<file path="config.mk">
export PLATFORM = sky130hd
export DESIGN_NAME = bcd_calc_sequencer
export DESIGN_NICKNAME = d
export VERILOG_FILES = /design/src/rtl/bcd_calc_sequencer.sv
export SDC_FILE = /design/constraint.sdc
export NUM_CORES = 1
export LEC_CHECK = 0
export ABC_AREA = 1
export BUFFER_PORTS_ARGS = -buffer_cell sky130_fd_sc_hd__buf_2
export CAP_MARGIN = 20
export CORE_MARGIN = 5
export CORE_UTILIZATION = 55
export CTS_BUF_LIST = sky130_fd_sc_hd__clkbuf_2
export CTS_CLUSTER_DIAMETER = 60
export DETAILED_ROUTE_END_ITERATION = 16
export PLACE_DENSITY = 0.89
export REMOVE_ABC_BUFFERS = 1
export SYNTH_ARGS = -nofsm -noshare
export SYNTH_HDL_FRONTEND = slang
export SYNTH_SLANG_ARGS = --single-unit
</file>
<file path="constraint.sdc">
create_clock -name clk -period 2.8 [get_ports clk]
set_clock_uncertainty 0.1 [all_clocks]
set_input_delay 0.84 -clock clk [delete_from_list [all_inputs] [get_ports clk]]
set_output_delay 0.84 -clock clk [all_outputs]
set_load 0.03 [all_outputs]
</file>
<file path="src/rtl/bcd_calc_sequencer.sv">
// Key-entry sequencer for a 3-digit signed BCD calculator. Collects operands A and B
// from a keypad, drives an external add/sub datapath and latches its result for display.
module bcd_calc_sequencer (
  input  logic        clk,
  input  logic        rst_n,
  input  logic        key_valid,
  input  logic [3:0]  key_code,
  output logic        key_ready,
  output logic [11:0] A,
  output logic [11:0] B,
  output logic        Asign,
  output logic        Bsign,
  output logic        Mode,
  input  logic [11:0] Out,
  input  logic        Sign,
  input  logic        Cout,
  output logic [11:0] disp,
  output logic        disp_sign,
  output logic        ovf,
  output logic        result_valid
);

  localparam logic [3:0] KeyPlus   = 4'hA;
  localparam logic [3:0] KeyMinus  = 4'hB;
  localparam logic [3:0] KeyEquals = 4'hC;
  localparam logic [3:0] KeyClear  = 4'hD;
  localparam logic [3:0] KeyNegate = 4'hE;

  typedef enum logic [1:0] {StEntA, StEntB, StExec, StShow} state_e;

  state_e      state_q, state_d;
  logic [11:0] a_q, a_d, b_q, b_d, res_q, res_d;
  logic [1:0]  acnt_q, acnt_d, bcnt_q, bcnt_d;
  logic        asign_q, asign_d, bsign_q, bsign_d, mode_q, mode_d;
  logic        res_sign_q, res_sign_d, ovf_q, ovf_d, rv_q, rv_d;

  logic key_fire, is_digit, is_op, is_clear, op_mode;

  assign key_fire = key_valid && key_ready;
  assign is_digit = key_code <= 4'd9;
  assign is_op    = (key_code == KeyPlus) || (key_code == KeyMinus);
  assign is_clear = key_code == KeyClear;
  assign op_mode  = key_code == KeyMinus;

  // State register
  always_ff @(posedge clk or negedge rst_n) begin
    if (!rst_n) begin
      state_q <= StEntA;
    end else begin
      state_q <= state_d;
    end
  end

  // Datapath registers
  always_ff @(posedge clk or negedge rst_n) begin
    if (!rst_n) begin
      a_q        <= 12'h000;
      b_q        <= 12'h000;
      res_q      <= 12'h000;
      acnt_q     <= 2'd0;
      bcnt_q     <= 2'd0;
      asign_q    <= 1'b0;
      bsign_q    <= 1'b0;
      mode_q     <= 1'b0;
      res_sign_q <= 1'b0;
      ovf_q      <= 1'b0;
      rv_q       <= 1'b0;
    end else begin
      a_q        <= a_d;
      b_q        <= b_d;
      res_q      <= res_d;
      acnt_q     <= acnt_d;
      bcnt_q     <= bcnt_d;
      asign_q    <= asign_d;
      bsign_q    <= bsign_d;
      mode_q     <= mode_d;
      res_sign_q <= res_sign_d;
      ovf_q      <= ovf_d;
      rv_q       <= rv_d;
    end
  end

  // Next-state logic: EXEC always lasts one cycle, keys only move the FSM when accepted
  always_comb begin
    state_d = state_q;
    unique case (state_q)
      StEntA: begin
        if (key_fire && is_clear)   state_d = StEntA;
        else if (key_fire && is_op) state_d = StEntB;
      end
      StEntB: begin
        if (key_fire && is_clear)                       state_d = StEntA;
        else if (key_fire && key_code == KeyEquals)     state_d = StExec;
      end
      StExec: state_d = StShow;
      StShow: begin
        if (key_fire && (is_clear || is_digit)) state_d = StEntA;
        else if (key_fire && is_op)             state_d = StEntB;
      end
      default: state_d = StEntA;
    endcase
  end

  // Operand / result register updates driven by accepted keys and the EXEC cycle
  always_comb begin
    a_d        = a_q;
    b_d        = b_q;
    res_d      = res_q;
    acnt_d     = acnt_q;
    bcnt_d     = bcnt_q;
    asign_d    = asign_q;
    bsign_d    = bsign_q;
    mode_d     = mode_q;
    res_sign_d = res_sign_q;
    ovf_d      = ovf_q;
    rv_d       = 1'b0;
    if (key_fire && is_clear) begin
      a_d        = 12'h000;
      b_d        = 12'h000;
      res_d      = 12'h000;
      acnt_d     = 2'd0;
      bcnt_d     = 2'd0;
      asign_d    = 1'b0;
      bsign_d    = 1'b0;
      mode_d     = 1'b0;
      res_sign_d = 1'b0;
      ovf_d      = 1'b0;
    end else begin
      unique case (state_q)
        StEntA: begin
          if (key_fire && is_digit) begin
            if (acnt_q < 2'd3) begin
              a_d    = {a_q[7:0], key_code};
              acnt_d = acnt_q + 2'd1;
            end
          end else if (key_fire && key_code == KeyNegate) begin
            asign_d = ~asign_q;
          end else if (key_fire && is_op) begin
            mode_d  = op_mode;
            b_d     = 12'h000;
            bsign_d = 1'b0;
            bcnt_d  = 2'd0;
          end
        end
        StEntB: begin
          if (key_fire && is_digit) begin
            if (bcnt_q < 2'd3) begin
              b_d    = {b_q[7:0], key_code};
              bcnt_d = bcnt_q + 2'd1;
            end
          end else if (key_fire && key_code == KeyNegate) begin
            bsign_d = ~bsign_q;
          end else if (key_fire && is_op) begin
            mode_d = op_mode;
          end
        end
        StExec: begin
          res_d      = Out;
          // A zero magnitude is never shown as negative
          res_sign_d = Sign && (Out != 12'h000);
          ovf_d      = ovf_q | Cout;
          rv_d       = 1'b1;
        end
        StShow: begin
          if (key_fire && is_digit) begin
            a_d     = {8'h00, key_code};
            acnt_d  = 2'd1;
            asign_d = 1'b0;
            b_d     = 12'h000;
            bcnt_d  = 2'd0;
            bsign_d = 1'b0;
            mode_d  = 1'b0;
            ovf_d   = 1'b0;
          end else if (key_fire && is_op) begin
            // Chain: the last result becomes a full 3-digit operand A
            a_d     = res_q;
            asign_d = res_sign_q;
            acnt_d  = 2'd3;
            mode_d  = op_mode;
            b_d     = 12'h000;
            bsign_d = 1'b0;
            bcnt_d  = 2'd0;
          end
        end
        default: ;
      endcase
    end
  end

  // Outputs: the display follows the operand being entered, or the latched result
  always_comb begin
    key_ready    = state_q != StExec;
    A            = a_q;
    B            = b_q;
    Asign        = asign_q;
    Bsign        = bsign_q;
    Mode         = mode_q;
    ovf          = ovf_q;
    result_valid = rv_q;
    disp         = res_q;
    disp_sign    = res_sign_q;
    unique case (state_q)
      StEntA: begin
        disp      = a_q;
        disp_sign = asign_q;
      end
      StEntB, StExec: begin
        disp      = b_q;
        disp_sign = bsign_q;
      end
      StShow: begin
        disp      = res_q;
        disp_sign = res_sign_q;
      end
      default: ;
    endcase
  end

endmodule

</file>
**Word-level counts from Yosys, hierarchy flattened**

Index checks and enable logic that the tools add are counted.

- Output and inout bits: 43
- Register bits: 48
- Input port bits: 21

- Muxes and demuxes: 65
- Reductions and logical operators: 25
- Magnitude comparators: 3
- Add/sub/neg operators: 2
- Eq/ne operators: 23
- Bitwise gates (word level): 3

Operators by type and width:

| cell | number |
|---|---|
| $mux 12 | 14 |
| $pmux 12 s3 | 2 |
| $ne 3x3->1 const B | 13 |
| $mux 2 | 17 |
| $pmux 12 s2 | 1 |
| $mux 1 | 23 |
| $eq 4x4->1 const B | 5 |
| $reduce_bool 12->1 | 1 |
| $reduce_and 5->1 | 2 |
| $reduce_bool 3->1 | 3 |
| $logic_and 1x1->1 | 8 |
| $pmux 2 s4 | 1 |
| $reduce_and 4->1 | 2 |
| $pmux 1 s2 | 3 |
| $pmux 1 s3 | 2 |
| $pmux 2 s3 | 1 |
| $add 2x1->2 const B | 2 |
| $eq 2x2->1 const B | 2 |
| $le 4x4->1 const B | 1 |
| $lt 2x2->1 const B | 2 |
| $ne 4x4->1 const B | 1 |
| $pmux 2 s2 | 1 |
| $reduce_bool 4->1 | 1 |
| $reduce_or 2->1 | 2 |
| 9 further kinds | 11 |

**Logic depth before layout (Yosys ltp)**

- Depth in word-level cells: 8
- Depth in mapped cells: 14

**Worst setup path after synthesis**

No wires, ideal clock.

- Path type: reg-to-output
- Start point: reg state_q[0]
- End point: out disp[7]
- Buffers on the path: 2
- Required time: 1860 ps
- Arrival: 1718 ps
- Cell stages (with the launch flop): 8
- Slack: 142 ps
- Path through: dfrtp_1 -> inv_1 -> ha_1 -> buf_4 -> inv_2 -> clkbuf_1 -> nor2_1 -> a31oi_1

- Cells in the longest elaborated chain, start to end: 3
- Elaborated cells between the ends (all ways): 6
- Those cells by class: eq/ne: 3; mux: 1; reduce/logical: 2

Ends and longest elaborated chain:

| what | RTL line | source |
|---|---|---|
| start: declaration | 31 | `state_e state_q, state_d;` |
| start signal: assignment | 48 | `state_q <= StEntA;` |
| start signal: assignment | 50 | `state_q <= state_d;` |
| $eq 2x1->1 or $eq 2x2->1 (tied branches) | 202 | `unique case (state_q)` |
| $reduce_or 2->1 | 202 |  |
| $pmux 12 s3 * | 202 |  |
| end: declaration | 17 | `output logic [11:0] disp,` |

Mark *: on every way between the ends. The rest lies on a longest branch, timed or not.

**Worst setup path in the final report**

- Start point: reg state_q[0]
- End point: out disp[4]

Same word-level chain as after synthesis.

==> results.yml <==
timing:
  period_needed_ns: 2.82
  setup_viol: 4
  finalHoldViolCount: 0
  hold_slack_ns: 0.137
  setup_total_negative_slack_ns: -0.0436
  max_slew_headroom_at_the_worst_pin: 0.629
  max_freq_mhz: 355
  max_slew.worst_pin.slew_ns: 0.551
  final_critical_path_setup_slack_ns: -0.0185
  period_share: 1.01
  slew_violations: 0
  rsz_0062_raised_after_global_routing: "true"
grt:
  globalRouteTotalUtil: 0.250
  first_global_vias: 3008
  maximum_number_of_pins_on_one_net_before_global_route_repair: 27
  grt_pass1_wl_mm: 14.3
  antenna_found_initial: 0
  globalRoute.totalOverflow: 0
finish:
  diodes: 0
  instances_no_fill: 565
  fillers: 396
  drive_above_1_share: 0.277
  syn2layout_area_growth_pct: 26.1
  final_net_count: 521
  final_util: 0.727
power:
  finalPower_uw: 5060
  power.density_nw_per_um2: 1340
  vdd.ir_drop.worst_mv: 0.754
  power.static_leakage_uw: 0.00211
cts:
  clockRootBuffer: "sky130_fd_sc_hd__clkbuf_2"
  cts_buffers: 5
  cts.htree.levels: 2
  clockBufferDepth: 2
  clkTransAtPathRegs_ns: 0.27
  hold_buffers: 0
  cts_tree: "done"
  insertion_delay_ns: 0.45
  clock_sink_count: 48
floorplan:
  design.core.area_sq_um: 5200
  top_level_ports: 64
  fp_rows: 26
  die_width_microns: 83.9
  die_span_in_y_microns: 83.9
  fp.dieArea_sq_um: 7040
  effective_utilization_at_floorplan: 0.577
drt:
  wirelength_met1_mm: 3.56
  detail_route.wl_per_cell_microns: 17.1
  routed-wl-met2_mm: 4.72
  wl_met3_mm: 1.01
  postRouteAntennaNets: 0
  vias: 3408
  detail_route.drc_violations: 0
  detailed_routing_iteration_count_for_the_pre_antenna_repair_pass: 5
  top_layer_used: "met4"
  via_per_inst: 6.03
  post_route_wl_mm: 9.68
  drtIter0Drc: 411
critical_path:
  cp_max_fo: 6
  slowest_delay_ns: 0.48
  criticalPathCategory: "flip-flop to primary output"
  cp_data_arrival_time_ns: 1.88
  endpoint_kind: "primary output"
  critPathSlowestCell: "sky130_fd_sc_hd__dfrtp_1"
  crit_chain: "inv_2, ha_4, buf_6, nand2_2, a31oi_1, buf_4"
  crit_required_ns: 1.86
  crit_path_start_kind: "flip-flop"
synthesis:
  synth_cell_types: 31
  share_of_synthesized_area_occupied_by_flip_flops_and_latches: 0.400
  synth_warnings: 0
  syn_area_per_cell_sq_um: 7.15
  gate_count_of_the_mapped_netlist: 420
  ys_ff_latch: 48
  synth.cell_area_sq_um: 3000
run_status:
  violations_in_the_final_reports: "negative setup slack"
  outcome: "complete, but fails checks"
placed_design:
  dpl.cell_count: 543
  hpwlAfterDp_mm: 6.29
  place.gp.congestion: 0.983
  port-buffer-count: 63
job:
  max-cap-violations: 0
hold_path:
  worstHoldPathType: "input pin to async pin"
==> cells in the final DEF (no fill, tap or decap), types with 2 or more instances in the layout <==
cell	instances
sky130_fd_sc_hd__buf_4	25
sky130_fd_sc_hd__nand2_2	6
sky130_fd_sc_hd__inv_2	4
sky130_fd_sc_hd__nand4_1	2
sky130_fd_sc_hd__o21ai_0	12
sky130_fd_sc_hd__buf_6	12
sky130_fd_sc_hd__inv_1	19
sky130_fd_sc_hd__o22ai_1	7
sky130_fd_sc_hd__a21oi_1	8
sky130_fd_sc_hd__ha_1	4
sky130_fd_sc_hd__ha_4	2
sky130_fd_sc_hd__clkbuf_2	5
sky130_fd_sc_hd__nor2_4	3
sky130_fd_sc_hd__nor2_1	30
sky130_fd_sc_hd__nand2_1	157
sky130_fd_sc_hd__a22o_1	4
sky130_fd_sc_hd__nor4_1	3
sky130_fd_sc_hd__a22oi_2	3
sky130_fd_sc_hd__nand2_4	8
sky130_fd_sc_hd__a31oi_4	4
sky130_fd_sc_hd__dfrtp_1	48
sky130_fd_sc_hd__nand3_1	55
sky130_fd_sc_hd__a31oi_1	5
sky130_fd_sc_hd__buf_2	50
sky130_fd_sc_hd__nor2_2	3
sky130_fd_sc_hd__o211ai_1	2
==> where the power goes <==
| group | leakage [uW] | switching, uW | internal [uW] |
|---|---|---|---|
| sequential | 0.000614 | 304 | 990 |
| clock | 0.0000406 | 234 | 150 |
| combinational | 0.00146 | 2170 | 1210 |
==> critical path: cells and delay by family (launching register included) <==
kind / cells / cell delay [ns]
flip-flops: 1 / 0.48
buffers and inverters: 3 / 0.40
adder cells (fa/ha/maj): 1 / 0.30
AO/OA/AOI/OAI: 1 / 0.19
AND/OR/NAND/NOR: 1 / 0.06
==> cell usage after synthesis <==
library cell               number  area share
sky130_fd_sc_hd__nor2_2         3      0.0063
sky130_fd_sc_hd__nand4_1        2      0.0042
sky130_fd_sc_hd__inv_1         21       0.026
sky130_fd_sc_hd__nand3b_1       1      0.0025
sky130_fd_sc_hd__buf_1          1      0.0012
sky130_fd_sc_hd__o21ai_0       12       0.020
sky130_fd_sc_hd__a31oi_1       10       0.021
sky130_fd_sc_hd__nor2_4         3       0.011
sky130_fd_sc_hd__nand3_4        1      0.0058
sky130_fd_sc_hd__a22o_1         4       0.012
sky130_fd_sc_hd__o21ai_2        1      0.0029
sky130_fd_sc_hd__o211ai_1       2      0.0050
sky130_fd_sc_hd__inv_2          3      0.0038
sky130_fd_sc_hd__nand2_2        4      0.0083
sky130_fd_sc_hd__dfrtp_1       48        0.40
sky130_fd_sc_hd__nor4_1         3      0.0063
sky130_fd_sc_hd__nand3_1       55       0.092
sky130_fd_sc_hd__ha_1           6       0.025
sky130_fd_sc_hd__a22oi_1        3      0.0075
sky130_fd_sc_hd__buf_2          3      0.0050
sky130_fd_sc_hd__buf_6          4       0.015
sky130_fd_sc_hd__nand2_1      163        0.20
sky130_fd_sc_hd__buf_4          4       0.010
sky130_fd_sc_hd__inv_4          1      0.0021
sky130_fd_sc_hd__nand2_4        4       0.015
sky130_fd_sc_hd__o22ai_1        7       0.015
sky130_fd_sc_hd__a21oi_1        9       0.015
sky130_fd_sc_hd__or2_2          1      0.0021
sky130_fd_sc_hd__nor2_8         1      0.0067
sky130_fd_sc_hd__clkbuf_1      10       0.013
sky130_fd_sc_hd__nor2_1        30       0.038
==> metal layers <==
| layer | global-route usage | vias up |
|---|---|---|
| li1 | - | 1523 |
| met1 | 0.317 | 1576 |
| met3 | 0.0523 | 51 |
| met5 | 0 | - |
| met4 | 0.111 | 0 |
| met2 | 0.411 | 258 |
==> cells by family after synthesis <==
| kind of cell | after synthesis | synth area share |
|---|---|---|
| compound gates | 48 | 0.0975 |
| fa+ha+maj | 6 | 0.0250 |
| buf+inv | 47 | 0.0759 |
| flops | 48 | 0.400 |
| simple gates | 271 | 0.401 |
==> repair_timing <==
item                                   4_1_cts  5_1_grt
setup buffers                                4       10
endpoints found under the hold margin        0        0
gates resized for setup                      5       65
setup endpoints to repair                   13       13
pin swaps                                    0        9
==> state kept, by name (all words and copies together) (netlist names), 2 cells and up <==
name and flops:
bcnt_q 2, A 12, res_q 12, state_q 2, acnt_q 2, B 12
==> final timing paths <==
check	from	endpoint	slack (ns)	cells past startpoint
max	state_q[0]	disp[4]	-0.02	6
min	rst_n	Bsign	0.14	1
max reg2reg	state_q[0]	B[4]	0.21	11
min reg2reg	res_q[8]	res_q[8]	0.40	2
max in group asynchronous	rst_n	B[8]	1.82	2
min in group clk	res_q[8]	res_q[8]	0.40	2
==> cell type report <==
cell class | instances | area [sq um] | area share
Clock inverter | 3 | 42.5 | 0.0112
Multi-Input combinational cell | 325 | 1720 | 0.454
Sequential cell | 48 | 1200 | 0.317
Clock buffer | 5 | 25.0 | 0.00661
Inverter | 25 | 101 | 0.0268
Tap cell | 70 | 87.6 | 0.0231
Timing Repair Buffer | 89 | 608 | 0.161
==> stage by stage <==
stage,setup slack [ns],instance area [sq um]
floorplan,0.282,2870
global placement,0.254,3360
detailed placement,0.213,3360
CTS,0.0122,3490
global route,-0.0854,3780
finish,-0.0185,3780
(Power assumes the default switching activity.)
